$ cat config.mk
export PLATFORM = sky130hd
export DESIGN_NAME = nibble_pc_sequencer
export DESIGN_NICKNAME = d
export VERILOG_FILES = /design/src/rtl/nibble_pc_sequencer.sv
export SDC_FILE = /design/constraint.sdc
export NUM_CORES = 1
export LEC_CHECK = 0
export ABC_AREA = 1
export BUFFER_PORTS_ARGS = -buffer_cell sky130_fd_sc_hd__buf_2
export CAP_MARGIN = 30
export CORE_MARGIN = 5
export CORE_UTILIZATION = 53
export DETAILED_ROUTE_END_ITERATION = 6
export HOLD_SLACK_MARGIN = 0.02
export PLACE_DENSITY = 0.8
export SKIP_CTS_REPAIR_TIMING = 1
export SYNTH_ARGS = -nofsm -noshare
export SYNTH_HDL_FRONTEND = slang
export SYNTH_SLANG_ARGS = --single-unit
$ cat constraint.sdc
create_clock -name clk -period 1.5 [get_ports clk]
set_input_delay 0.15 -clock clk [delete_from_list [all_inputs] [get_ports clk]]
set_output_delay 0.15 -clock clk [all_outputs]
set_load 0.03 [all_outputs]
$ cat src/rtl/nibble_pc_sequencer.sv
// Program counter and fetch/execute sequencer for the Nibble CPU fetch path.
// Also keeps a saturating count of executed instructions for debug.
module nibble_pc_sequencer #(
  parameter int ADDR_WIDTH  = 12,
  parameter int COUNT_WIDTH = 16
) (
  input  logic                   clk,
  input  logic                   reset,
  input  logic                   run,
  input  logic                   jump,
  input  logic [ADDR_WIDTH-1:0]  jump_addr,
  input  logic                   halt,
  output logic [ADDR_WIDTH-1:0]  pc,
  output logic                   phase,
  output logic                   fetch_strobe,
  output logic                   halted,
  output logic [COUNT_WIDTH-1:0] instr_count
);

  // state     | meaning
  // S_FETCH   | byte at pc is on the ROM bus; Fetch latches it when run=1
  // S_EXECUTE | decode's halt/jump decision is applied and pc advances
  // S_HALTED  | absorbing; only reset leaves
  typedef enum logic [1:0] {
    S_FETCH   = 2'b00,
    S_EXECUTE = 2'b01,
    S_HALTED  = 2'b10
  } state_t;

  state_t                 r_state;
  state_t                 w_state_nxt;
  logic [ADDR_WIDTH-1:0]  r_pc;
  logic [ADDR_WIDTH-1:0]  w_pc_nxt;
  logic [COUNT_WIDTH-1:0] r_count;
  logic [COUNT_WIDTH-1:0] w_count_nxt;
  logic                   w_count_sat;

  assign w_count_sat = &r_count;

  always_ff @(posedge clk) begin
    if (reset) begin
      r_state <= S_FETCH;
      r_pc    <= '0;
      r_count <= '0;
    end else begin
      r_state <= w_state_nxt;
      r_pc    <= w_pc_nxt;
      r_count <= w_count_nxt;
    end
  end

  always_comb begin
    w_state_nxt = r_state;
    w_pc_nxt    = r_pc;
    w_count_nxt = r_count;
    case (r_state)
      S_FETCH: begin
        if (run) w_state_nxt = S_EXECUTE;
      end
      S_EXECUTE: begin
        if (run) begin
          if (!w_count_sat) w_count_nxt = r_count + COUNT_WIDTH'(1);
          if (halt) begin
            w_state_nxt = S_HALTED;
          end else begin
            w_state_nxt = S_FETCH;
            w_pc_nxt    = jump ? jump_addr : r_pc + ADDR_WIDTH'(1);
          end
        end
      end
      S_HALTED: begin
        w_state_nxt = S_HALTED;
      end
      default: begin
        w_state_nxt = S_FETCH;
      end
    endcase
  end

  // Encoding chosen so phase and halted come straight off state flops.
  assign phase        = r_state[0];
  assign halted       = r_state[1];
  assign pc           = r_pc;
  assign instr_count  = r_count;
  assign fetch_strobe = (r_state == S_FETCH) && run;

endmodule

After elaboration in Yosys (flattened, before gate mapping)
Cells that the tools add are included.
Word-level totals
  logic and storage cells: 22
  register bits: 30
  input bits: 17
  output and inout bits: 31
Cells by class
  bitwise operators: 2
  $add $sub $neg: 2
  eq/ne operators: 4
  multiplexer cells: 5
  reduce and logical (&&, ||, !) cells: 6
Operators by type and width (count)
  adder 16 x 1 -> 16 bit, second input constant: 1
  AND reduction 16 bit: 1
  adder 12 x 1 -> 12 bit, second input constant: 1
  two-way mux 12 bit: 1
  two-way mux 2 bit: 3
  one-hot mux 2 bit (3 select lines): 1
  AND reduction 3 bit: 2
  != test 2 bit, second input constant: 2
  == test 2 x 1 -> 1 bit, second input constant: 1
  == test 2 bit, second input constant: 1
  zero test 2 bit: 1
  inverter 1 bit: 2
  AND reduction 2 bit: 1
  logical AND 1 bit: 1

Depth between registers and ports, before layout
Gate-level depths: netlist of the first run.
  word-level depth: 3
  mapped depth: 9

Worst setup path before layout of the first run
OpenSTA, ideal clock, no wires.
  path kind: register to register
  start: register r_count[1], in the netlist instr_count[1]
  end: register r_count[14], in the netlist instr_count[14]
  setup time: 0.068 ns
  stages on the path, launching flop included: 9
  arrival: 1.582 ns
  buffers on the path: 1
  setup slack: -0.150 ns
  cell sequence: dfxtp_1 -> ha_1 -> nand2_2 -> nor2_4 -> nand4_4 -> nand2_4 -> buf_6 -> nand2_2 -> a21oi_2
On the way
  word-level cells in the longest chain between the ends: 3
  elaborated cells on any way between the ends: 4
  classes of those cells: add/sub: 1; bitwise: 1; reduce/logical: 2
Ends and longest elaborated chain
  start: declaration: RTL line 34  | logic [COUNT_WIDTH-1:0] r_count;
  start signal: assignment: RTL line 48  | r_count <= w_count_nxt;
  branches (longest 3 deep; another with adder 16 x 1 -> 16 bit)
Several ways; the timed one is not identified.
A chain may end at the register's enable or synchronous reset.

Worst setup path after layout of the first run
  start: register r_count[1], in the netlist instr_count[1]
  end: register r_count[1], in the netlist instr_count[1]
The elaborated chain is that of the path after synthesis.

==> summary.txt, run 1 <==
Synth
  • Post-synthesis xor/xnor area fraction: 0.01405
  • Mux contribution to synthesized area: 0
  • Simple-Gate Fraction of Synth Area: 0.4415
  • Mapped Area: around 0.0019 mm2
  • Area fraction in compound gates after synthesis: 0.1291
  • Syn avg cell area: 6.153 um2
  • Net Count, Synth: 323
  • Sequential fraction of the synthesis area: 0.3211
  • Synth Warn #: 0
  • Adder-cell share of the synthesized area: 0.01338
  • Largest family of logic cells by synthesized area: simple AND/OR/NAND/NOR gates
  • Netlist cell types: 25
  • Syn Inst Count: between 300 and 400
  • #FFs+latches synth: 30

Clock network
  • Clock latency at the later pin of the worst-skew pair: 0.34 ns
  • H-tree depth: 2
  • CTS tree: yes
  • Clock sinks: 30
  • Buffer levels on the longest clock path: 2
  • CTS root buffer: clkbuf_4
  • Num CTS Buffers: 5
  • Clock slew at reported path FFs: 0.10 ns

Floorplanning
  • Io pins: 48
  • Core footprint: about 0.0034 mm2
  • Die W: 69.41 um
  • Die height: just under 70 um
  • Site Rows: 21
  • Initial Utilization: 0.5519
  • Die area: 0.004818 mm2

Status
  • Status: finished, final reports clean

Worst setup path
  • Nature of the critical path endpoint: register
  • Crit start category: register
  • Peak fanout along the critical path: 6
  • WP data required: 1.74 ns
  • Critical path class: reg2reg
  • Worst EP arrival: between 1.5 and 2 ns

Layout
  • NumNets Final: slightly below 400
  • Layout Area Growth over Synthesis: 29.30%
  • Post-Layout Cell Count: 420
  • Layout cell share with drive strength beyond 1: 0.2834
  • Ant. Diodes: 0

Timing
  • Measured slew at the worst slew-check pin: around 0.34 ns
  • Clk_skew: 0.01218 ns
  • Hold WS: 0.08071 ns
  • Max-slew violations: 0
  • Final Setup Violations: 0
  • Final hold viol count: 0
  • Worst relative slew slack: 0.7658
  • Fin crit period: approximately 1.5 ns
  • Final period utilization: 0.9940
  • Fmax: 670.7 MHz
  • Unrepaired setup endpoints after global routing: true

Pwr
  • P_sw: 426.2 uW
  • Clock network power share: 0.331
  • Net Sw Frac: 0.2776
  • Power per cell area: 634.6 mW/mm2
  • Leak Pwr: 0.001052 uW
  • Maximum VDD drop: around 0.45 mV
  • Int Power: about 1100 uW
  • Reg power frac: 0.537
  • Logic pwr share: 0.132

Route
  • Drt wl/cell: 11.77 um
  • Drt first-iter violations: 109
  • Drt total wl: 4943 um
  • # DRC: 0
  • Antenna Nets Post-Route: 0
  • Pre-antenna DRT Iters: 4
  • Vias: around 2,100
  • Vias per Instance: 5.076

Job
  • Max_cap viols: 0

Global route
  • Initial antenna violation count: 0
  • Global-route wire length before repair: 7893 um
  • GR Overflow Total: 0
  • Vias in the first global route: 1,888
  • Total Routing Usage GR: 0.1958
  • Largest net degree at the start of global routing: 15

Placed design
  • DP Cell Count: 406
  • Detail Placement HPWL: 3648 um
  • PortBufs: 47
  • Placer congestion estimate: 0.8528

Min path
  • Hold/Removal Path Class: in2reg
## registers in the layout, indices dropped and copies added, names as in the netlist
name	count
instr_count	16
pc	12
r_state	2
## synth_stat cells
cell type	number	area, um2
nand2_1	92	345.3
buf_1	1	3.750
dfxtp_1	30	600.6
inv_1	28	105.1
ha_1	2	25.02
xor2_1	3	26.28
nand4_4	1	21.27
buf_2	4	20.02
nand3_1	20	100.1
clkbuf_1	3	11.26
nor2_4	2	22.52
buf_6	1	11.26
a2111oi_0	1	8.760
nand2_4	1	11.26
nand3_2	1	10.01
nand2_2	4	25.02
o21ai_0	18	90.09
nor2_1	49	183.9
nor3_1	4	20.02
nand4_1	7	43.79
nand3b_1	4	30.03
a21oi_2	3	26.28
a21oi_1	22	110.1
or2_2	2	12.51
a31oi_1	1	6.260
## cell usage in the layout, fill, tap and decap left out, types with 3 or more instances in the layout
master      synthesis  routed
a21oi_2             3       6
clkbuf_4            0       5
nand3b_1            4       4
xor2_1              3       3
buf_4               0      21
clkinvlp_4          0       3
nand3_1            20      20
inv_1              28      26
a21oi_1            22      19
nor2_1             49      47
o21ai_0            18      17
nand2_1            92      92
nand2_2             4       3
dfxtp_1            30      24
buf_2               4      47
nand4_1             7       7
nor3_1              4       4
dfxtp_2             0       4
## logic make-up after synthesis
family / Yosys count
AOI/OAI and AO/OA: 45
xor gates and xnor gates: 3
adders and majority gates: 2
buffers and inverters: 37
DFF: 30
and+or+nand+nor: 187
## power by group through the flow
stage	combinational [uW]	clock [uW]	sequential (uW)
6_report	203	508	825
3_5_place_dp	192	0	842
4_1_cts	193	524	823
3_3_place_gp	189	0	841
5_1_grt	223	576	828
2_1_floorplan	91.7	0	870
## worst max-delay path, cell delays in order (launching register included)
cell and delay, ns:
dfxtp_4 0.37, ha_4 0.15, nand2_4 0.06, nor2_4 0.15, nand4_4 0.15, nand2_4 0.15
clkinvlp_4 0.16, nor2_1 0.13, nor2_1 0.06
## metal layers
layer / vias up / share of wire / GRT usage
li1: 1117 / - / -
met1: 941 / 0.42 / 0.2159
met2: 60 / 0.50 / 0.3517
met3: 14 / 0.055 / 0.05507
met4: 0 / 0.026 / 0.07592
met5: - / 0 / 0
## cell type report
class,count,area (um2)
Multi-Input combinational cell,237,1152
Fill cell,283,970.9
Clock buffer,7,55.05
Timing Repair inverter,1,7.507
Tap cell,46,57.56
Timing Repair Buffer,70,415.4
Sequential cell,30,613.1
Inverter,28,112.6
Clock inverter,1,5.005
## metrics by stage
step	area (um2)	utilization	TNS [ns]	power (uW)	setup slack, ns
floorplan	1879	-	0	961.8	0.0001424
global route	2419	0.7135	-0.2032	1627	-0.05188
CTS	2321	0.6848	-0.003328	1540	-0.003328
finish	2419	0.7135	0	1535	0.008971
detailed placement	2261	0.6670	0	1033	0.02369
global placement	2261	0.6670	0	1030	0.07190
## final timing paths
path | from | endpoint | slack [ns] | depth (start not counted)
worst max-delay path | instr_count[1] | instr_count[1] | 0.009 | 8
worst min-delay path | jump_addr[1] | pc[1] | 0.08 | 3
worst max register to register | instr_count[1] | instr_count[1] | 0.009 | 8
worst min register to register | pc[11] | pc[11] | 0.50 | 2
No activity file was read; power rests on OpenSTA's default activity.
==> inputs of run 2 (changes only) <==
Settings changed: SETUP_SLACK_MARGIN set to 0.1.
==> summary.txt, run 2 (synthesis gave the netlist of run 1 again) <==
Route
  • Vias per Instance: 5.246 (was 5.076)
  • # DRC: 0 (unchanged)
  • Highest routing layer actually used: met4 (unchanged)
  • Met2 wire length: 2558 um (was 2465 um)
  • Antenna Nets Post-Route: 0 (unchanged)
  • WL met1: 2076 um (was 2073 um)
  • Drt wl/cell: 11.97 um (was 11.77 um)
  • DR WL met3: 276 um (was 274 um)
  • Drt first-iter violations: 201 (was 109)
  • Pre-antenna DRT Iters: 4 (unchanged)
  • Vias: 2,198 (was 2,132)
  • Drt total wl: 5016 um (was 4943 um)

Worst setup path
  • Peak fanout along the critical path: 7 (was 6)
  • Cell Chain, Critical Path: ha_4 -> nand2_4 -> nor2_4 -> nand4_4 -> nand2_4 -> buf_6 -> nand2_2 -> a21oi_2 (was ha_4 -> nand2_4 -> nor2_4 -> nand4_4 -> nand2_4 -> clkinvlp_4 -> nor2_1 -> nor2_1)
  • Reg2reg setup slack: 0.09 ns (was 0.009 ns)
  • CP peak stage delay: 0.39 ns (was 0.37 ns)
  • Worst r2r src: instr_count[1] (unchanged)
  • R2R depth: 8 (unchanged)
  • Worst EP arrival: 1.67 ns (was 1.73 ns)
  • Critical path class: reg2reg (unchanged)
  • WP data required: 1.76 ns (was 1.74 ns)
  • Crit start category: register (unchanged)
  • Most repeated library cell on the critical path: nand2_4
  • Crit path max-delay cell type: dfxtp_4 (unchanged)
  • Nature of the critical path endpoint: register (unchanged)
  • RR Endpoint: instr_count[2] (was instr_count[1])

Placed design
  • DP Area: 0.002240 mm2 (was 0.002261 mm2)
  • PortBufs: 47 (unchanged)
  • Detail Placement HPWL: 3530 um (was 3648 um)
  • Placer congestion estimate: 0.8689 (was 0.8528)

Floorplanning
  • Site Rows: 21 (unchanged)
  • Die area: 0.004818 mm2 (unchanged)
  • Io pins: 48 (unchanged)
  • Initial Utilization: 0.5519 (unchanged)
  • Die height: 69.41 um (unchanged)
  • Die W: 69.41 um (unchanged)
  • Core footprint: 0.003390 mm2 (unchanged)

Clock network
  • Num CTS Buffers: 5 (unchanged)
  • CTS tree: yes (unchanged)
  • Buffer levels on the longest clock path: 2 (unchanged)
  • Clock latency at the later pin of the worst-skew pair: 0.34 ns (about the same)
  • H-tree depth: 2 (unchanged)
  • Clock slew at reported path FFs: 0.10 ns (about the same)
  • Clock sinks: 30 (unchanged)
  • CTS root buffer: clkbuf_4 (unchanged)

Layout
  • Layout cell share with drive strength beyond 1: 0.3539 (was 0.2834)
  • Most common cell after layout, fill and taps aside: nand2_1 (unchanged)
  • Ant. Diodes: 0 (unchanged)
  • Layout Area Growth over Synthesis: 33.18% (was 29.30%)
  • Most frequent cells in the layout: nand2_1, buf_2, nor2_1 (was nand2_1, nor2_1, buf_2)
  • Largest register FFs: 16 (unchanged)
  • Post-layout instance area: 0.002491 mm2 (was 0.002419 mm2)
  • NumNets Final: 392 (unchanged)

Global route
  • Vias in the first global route: 1,902 (was 1,888)
  • Largest net degree at the start of global routing: 15 (unchanged)
  • GR Overflow Total: 0 (unchanged)
  • Total Routing Usage GR: 0.2014 (was 0.1958)
  • Global-route wire length before repair: 8107 um (was 7893 um)
  • Initial antenna violation count: 0 (unchanged)

Timing
  • Fmax: 708.3 MHz (was 670.7 MHz)
  • Fin crit period: 1.412 ns (was 1.491 ns)
  • Setup TNS: 0 ns (unchanged)
  • Worst relative slew slack: 0.7369 (was 0.7658)
  • Clk_skew: 0.009177 ns (was 0.01218 ns)
  • Max-slew violations: 0 (unchanged)
  • Final hold viol count: 0 (unchanged)
  • Final period utilization: 0.9412 (was 0.9940)
  • Measured slew at the worst slew-check pin: 0.3942 ns (was 0.3424 ns)
  • Final Setup Violations: 0 (unchanged)
  • Unrepaired setup endpoints after global routing: true (unchanged)

Pwr
  • Leak Pwr: 0.001066 uW (was 0.001052 uW)
  • Maximum VDD drop: 0.6893 mV (was 0.4517 mV)
  • Power per cell area: 662.6 mW/mm2 (was 634.6 mW/mm2)

Min path
  • HP Start: jump_addr[1] (unchanged)
  • Hold Path Sink: pc[1] (unchanged)
  • Hold path cells: 3 (unchanged)
  • Hold/Removal Path Class: in2reg (unchanged)

Status
  • Status: finished, final reports clean (unchanged)

Job
  • Max_cap viols: 0 (unchanged)
## run 2: changes by cell type in the layout (fill, tap and decap cells not counted), moves of 3 or more
cell     delta
dfxtp_1    -12
nor2_1      -7
dfxtp_2    +10
nand2_2     +3
nor2_2      +7
nand2_1     -3
## run 2: final cells by class
class | count | area [um2]
repair buffers | 70 | 411.6
fillers | 282 | 898.4
well taps | 46 | 57.56
flip-flops and latches | 30 | 633.1
multi-input cells | 237 | 1199
clock buffers | 7 | 76.32
repair inverters | 1 | 5.005
inverters | 28 | 108.9
## run 2: worst max path at each step
| stage | startpoint | to | slack [ns] | cells after the start |
|---|---|---|---|---|
| after CTS | instr_count[0] | instr_count[2] | 0.03 | 8 |
| after global routing | instr_count[1] | instr_count[2] | 0.04 | 8 |
| after floorplan | instr_count[15] | instr_count[15] | 0.11 | 7 |
| after detailed placement | instr_count[0] | instr_count[3] | 0.07 | 8 |
| after global placement | instr_count[6] | instr_count[8] | 0.15 | 7 |
| final | instr_count[1] | instr_count[2] | 0.09 | 8 |
## run 2: critical path, delay by kind of cell, from the launching register on
kind                       cells  cell delay (ns)
adders and majority gates      1             0.16
and+or+nand+nor                5             0.51
DFF                            1             0.39
buffers and inverters          1             0.12
AOI/OAI and AO/OA              1             0.15
## run 2: per-stage QoR
stage          setup slack (ns)  total power [uW]  instances  hold slack, ns    util
6_report                0.08822              1651        419         0.07972  0.7350
5_1_grt                 0.03510              1718        419         0.07602  0.7350
4_1_cts                 0.02960              1636        406         0.06636  0.6833
3_5_place_dp            0.06539              1032        399          0.4299  0.6608
3_3_place_gp             0.1538              1030        399          0.4344  0.6608
2_1_floorplan            0.1115             965.7        304          0.2293       -
## run 2: report_power, final
group	internal, uW	switching, uW
logic	82.4	131
registers	807	19.8
clock network	321	289
## run 2: per-layer routing
metal,global-route usage,up-vias
met5,0,-
met4,0.08894,0
met3,0.04638,12
met2,0.3443,65
met1,0.2385,1002
li1,-,1119
==> inputs of run 3 (changes only) <==
Settings changed: BUFFER_PORTS_ARGS -buffer_cell sky130_fd_sc_hd__buf_2 to not set, CORE_UTILIZATION 53 to 30, DONT_BUFFER_PORTS set to 1, PLACE_DENSITY 0.8 to not set.
==> summary.txt, run 3 (synthesis gave the netlist of run 1 again) <==
Min path
  • Hold path cells: 2 (was 3)
  • HP Start: jump (was jump_addr[1])
  • Hold Path Sink: pc[1] (unchanged)
  • Hold/Removal Path Class: in2reg (unchanged)

Layout
  • Fillers: 647 (was 282)
  • Ant. Diodes: 0 (unchanged)
  • Most frequent cells in the layout: nand2_1, nor2_1, buf_4 (was nand2_1, buf_2, nor2_1)
  • NumNets Final: 365 (was 392)
  • Most common cell after layout, fill and taps aside: nand2_1 (unchanged)
  • Footprint of the multi-input gates: 0.001200 mm2 (was 0.001199 mm2)
  • Post-layout instance area: 0.002489 mm2 (was 0.002491 mm2)
  • Reg area: 628.1 um2 (was 633.1 um2)
  • Largest register FFs: 16 (unchanged)
  • Layout Area Growth over Synthesis: 33.04% (was 33.18%)
  • Layout cell share with drive strength beyond 1: 0.2968 (was 0.3539)

Floorplanning
  • Core footprint: 0.005991 mm2 (was 0.003390 mm2)
  • Die area: 0.007914 mm2 (was 0.004818 mm2)
  • Die W: 88.96 um (was 69.41 um)
  • Site Rows: 28 (was 21)
  • Io pins: 48 (unchanged)
  • Die height: 88.96 um (was 69.41 um)
  • Initial Utilization: 0.3122 (was 0.5519)

Worst setup path
  • R2R depth: 8 (unchanged)
  • Peak fanout along the critical path: 7 (unchanged)
  • Nature of the critical path endpoint: register (unchanged)
  • Critical path class: reg2reg (unchanged)
  • Top delay family on crit path: simple AND/OR/NAND/NOR gates (unchanged)
  • Cell Chain, Critical Path: ha_4 -> nand2_4 -> nor2_4 -> nand4_4 -> nand2_4 -> buf_6 -> nand2_1 -> a21oi_2 (was ha_4 -> nand2_4 -> nor2_4 -> nand4_4 -> nand2_4 -> buf_6 -> nand2_2 -> a21oi_2)
  • Crit start category: register (unchanged)
  • Buf/Inv on CP: 1 (unchanged)
  • Worst r2r src: instr_count[1] (unchanged)
  • Worst EP arrival: 1.60 ns (was 1.67 ns)
  • Reg2reg setup slack: 0.11 ns (was 0.09 ns)
  • Crit path max-delay cell type: dfxtp_4 (unchanged)
  • CP peak stage delay: 0.37 ns (was 0.39 ns)
  • Most repeated library cell on the critical path: nand2_4 (unchanged)
  • WP data required: 1.72 ns (was 1.76 ns)
  • RR Endpoint: instr_count[7] (was instr_count[2])

Status
  • Status: finished, final reports clean (unchanged)

Global route
  • Global-route wire length before repair: 9004 um (was 8107 um)
  • GR Overflow Total: 0 (unchanged)
  • Total Routing Usage GR: 0.1443 (was 0.2014)
  • Vias in the first global route: 1,988 (was 1,902)
  • Largest net degree at the start of global routing: 24 (was 15)
  • Initial antenna violation count: 0 (unchanged)

Route
  • Antenna Nets Post-Route: 0 (unchanged)
  • Pre-antenna DRT Iters: 4 (unchanged)
  • Drt wl/cell: 13.14 um (was 11.97 um)
  • Drt first-iter violations: 71 (was 201)
  • # DRC: 0 (unchanged)
  • Vias: 2,073 (was 2,198)
  • Vias per Instance: 4.912 (was 5.246)
  • Drt total wl: 5545 um (was 5016 um)

Clock network
  • Clock sinks: 30 (unchanged)
  • CTS tree: yes (unchanged)
  • CTS root buffer: clkbuf_8 (was clkbuf_4)
  • Clock slew at reported path FFs: 0.07 ns (was 0.10 ns)
  • H-tree depth: 2 (unchanged)
  • Num CTS Buffers: 5 (unchanged)
  • Buffer levels on the longest clock path: 2 (unchanged)
  • Clock latency at the later pin of the worst-skew pair: 0.28 ns (was 0.34 ns)

Timing
  • Fin crit period: 1.386 ns (was 1.412 ns)
  • Worst relative slew slack: 0.7259 (was 0.7369)
  • Final worst setup slack: 0.1137 ns (was 0.08822 ns)
  • Measured slew at the worst slew-check pin: 0.4107 ns (was 0.3942 ns)
  • Final hold viol count: 0 (unchanged)
  • Fmax: 721.4 MHz (was 708.3 MHz)
  • Clk_skew: 0.008812 ns (was 0.009177 ns)
  • Final period utilization: 0.9242 (was 0.9412)
  • Max-slew violations: 0 (unchanged)
  • Final Setup Violations: 0 (unchanged)
  • Setup TNS: 0 ns (unchanged)
  • Unrepaired setup endpoints after global routing: true (unchanged)

Pwr
  • Leak Pwr: 0.0009621 uW (was 0.001066 uW)
  • Maximum VDD drop: 0.4111 mV (was 0.6893 mV)
  • Power per cell area: 685.4 mW/mm2 (was 662.6 mW/mm2)

Placed design
  • Placement Setup Slack: 0.05786 ns (was 0.06539 ns)
  • Detail Placement HPWL: 4115 um (was 3530 um)
  • PortBufs: 0 (was 47)
  • Placer congestion estimate: 0.8782 (was 0.8689)
  • DP Area: 0.002221 mm2 (was 0.002240 mm2)

Job
  • Max_cap viols: 0 (unchanged)
==> run 3: how the worst max path moves through the flow <==
stage,start,slack (ns),cells after the start,endpoint
after global placement,r_state[1],0.06,8,pc[5]
after floorplan,instr_count[15],0.11,7,instr_count[15]
after detailed placement,r_state[1],0.06,8,pc[5]
after global routing,instr_count[1],0.007,8,instr_count[7]
final,instr_count[1],0.11,8,instr_count[7]
after CTS,r_state[1],0.04,8,pc[5]
==> run 3: per-stage QoR <==
| stage | util | power [uW] | hold slack [ns] | std cells |
|---|---|---|---|---|
| 2_1_floorplan | - | 965.7 | 0.2293 | 304 |
| 3_3_place_gp | 0.3707 | 1001 | 0.2111 | 405 |
| 3_5_place_dp | 0.3707 | 1005 | 0.2147 | 405 |
| 4_1_cts | 0.3860 | 1699 | -0.08976 | 413 |
| 5_1_grt | 0.4154 | 1795 | 0.02278 | 422 |
| 6_report | 0.4154 | 1706 | 0.01098 | 422 |
==> run 3: worst reg2reg max path, cell delays in order (launching register included) <==
cell and delay, ns:
dfxtp_4 0.37, ha_4 0.15, nand2_4 0.06, nor2_4 0.18
nand4_4 0.12, nand2_4 0.13, buf_6 0.14, nand2_1 0.06
a21oi_2 0.11
==> run 3: power breakdown <==
| group | total [uW] | switching, uW | internal [uW] | leakage [uW] |
|---|---|---|---|---|
| sequential | 823 | 13.8 | 809 | 0.000251 |
| combinational | 200 | 126 | 74.2 | 0.000663 |
| clock | 682 | 313 | 370 | 0.0000482 |
| total | 1710 | 452 | 1250 | 0.000962 |
==> run 3: cell type report <==
class / count / area share
clock buffer: 7 / 0.03469
clock inverter: 1 / 0.002011
inverter: 28 / 0.04374
multi-input combinational: 237 / 0.4822
sequential: 30 / 0.2524
tap: 75 / 0.03771
timing repair buffer: 43 / 0.1443
timing repair inverter: 1 / 0.003017
==> run 3: routing by layer <==
metal,GRT usage,vias to the layer above,routed length (um)
met1,0.1731,951,2409
met5,0,-,0
li1,-,1064,-
met3,0.04700,7,435
met2,0.2422,51,2640
met4,0.05142,0,59
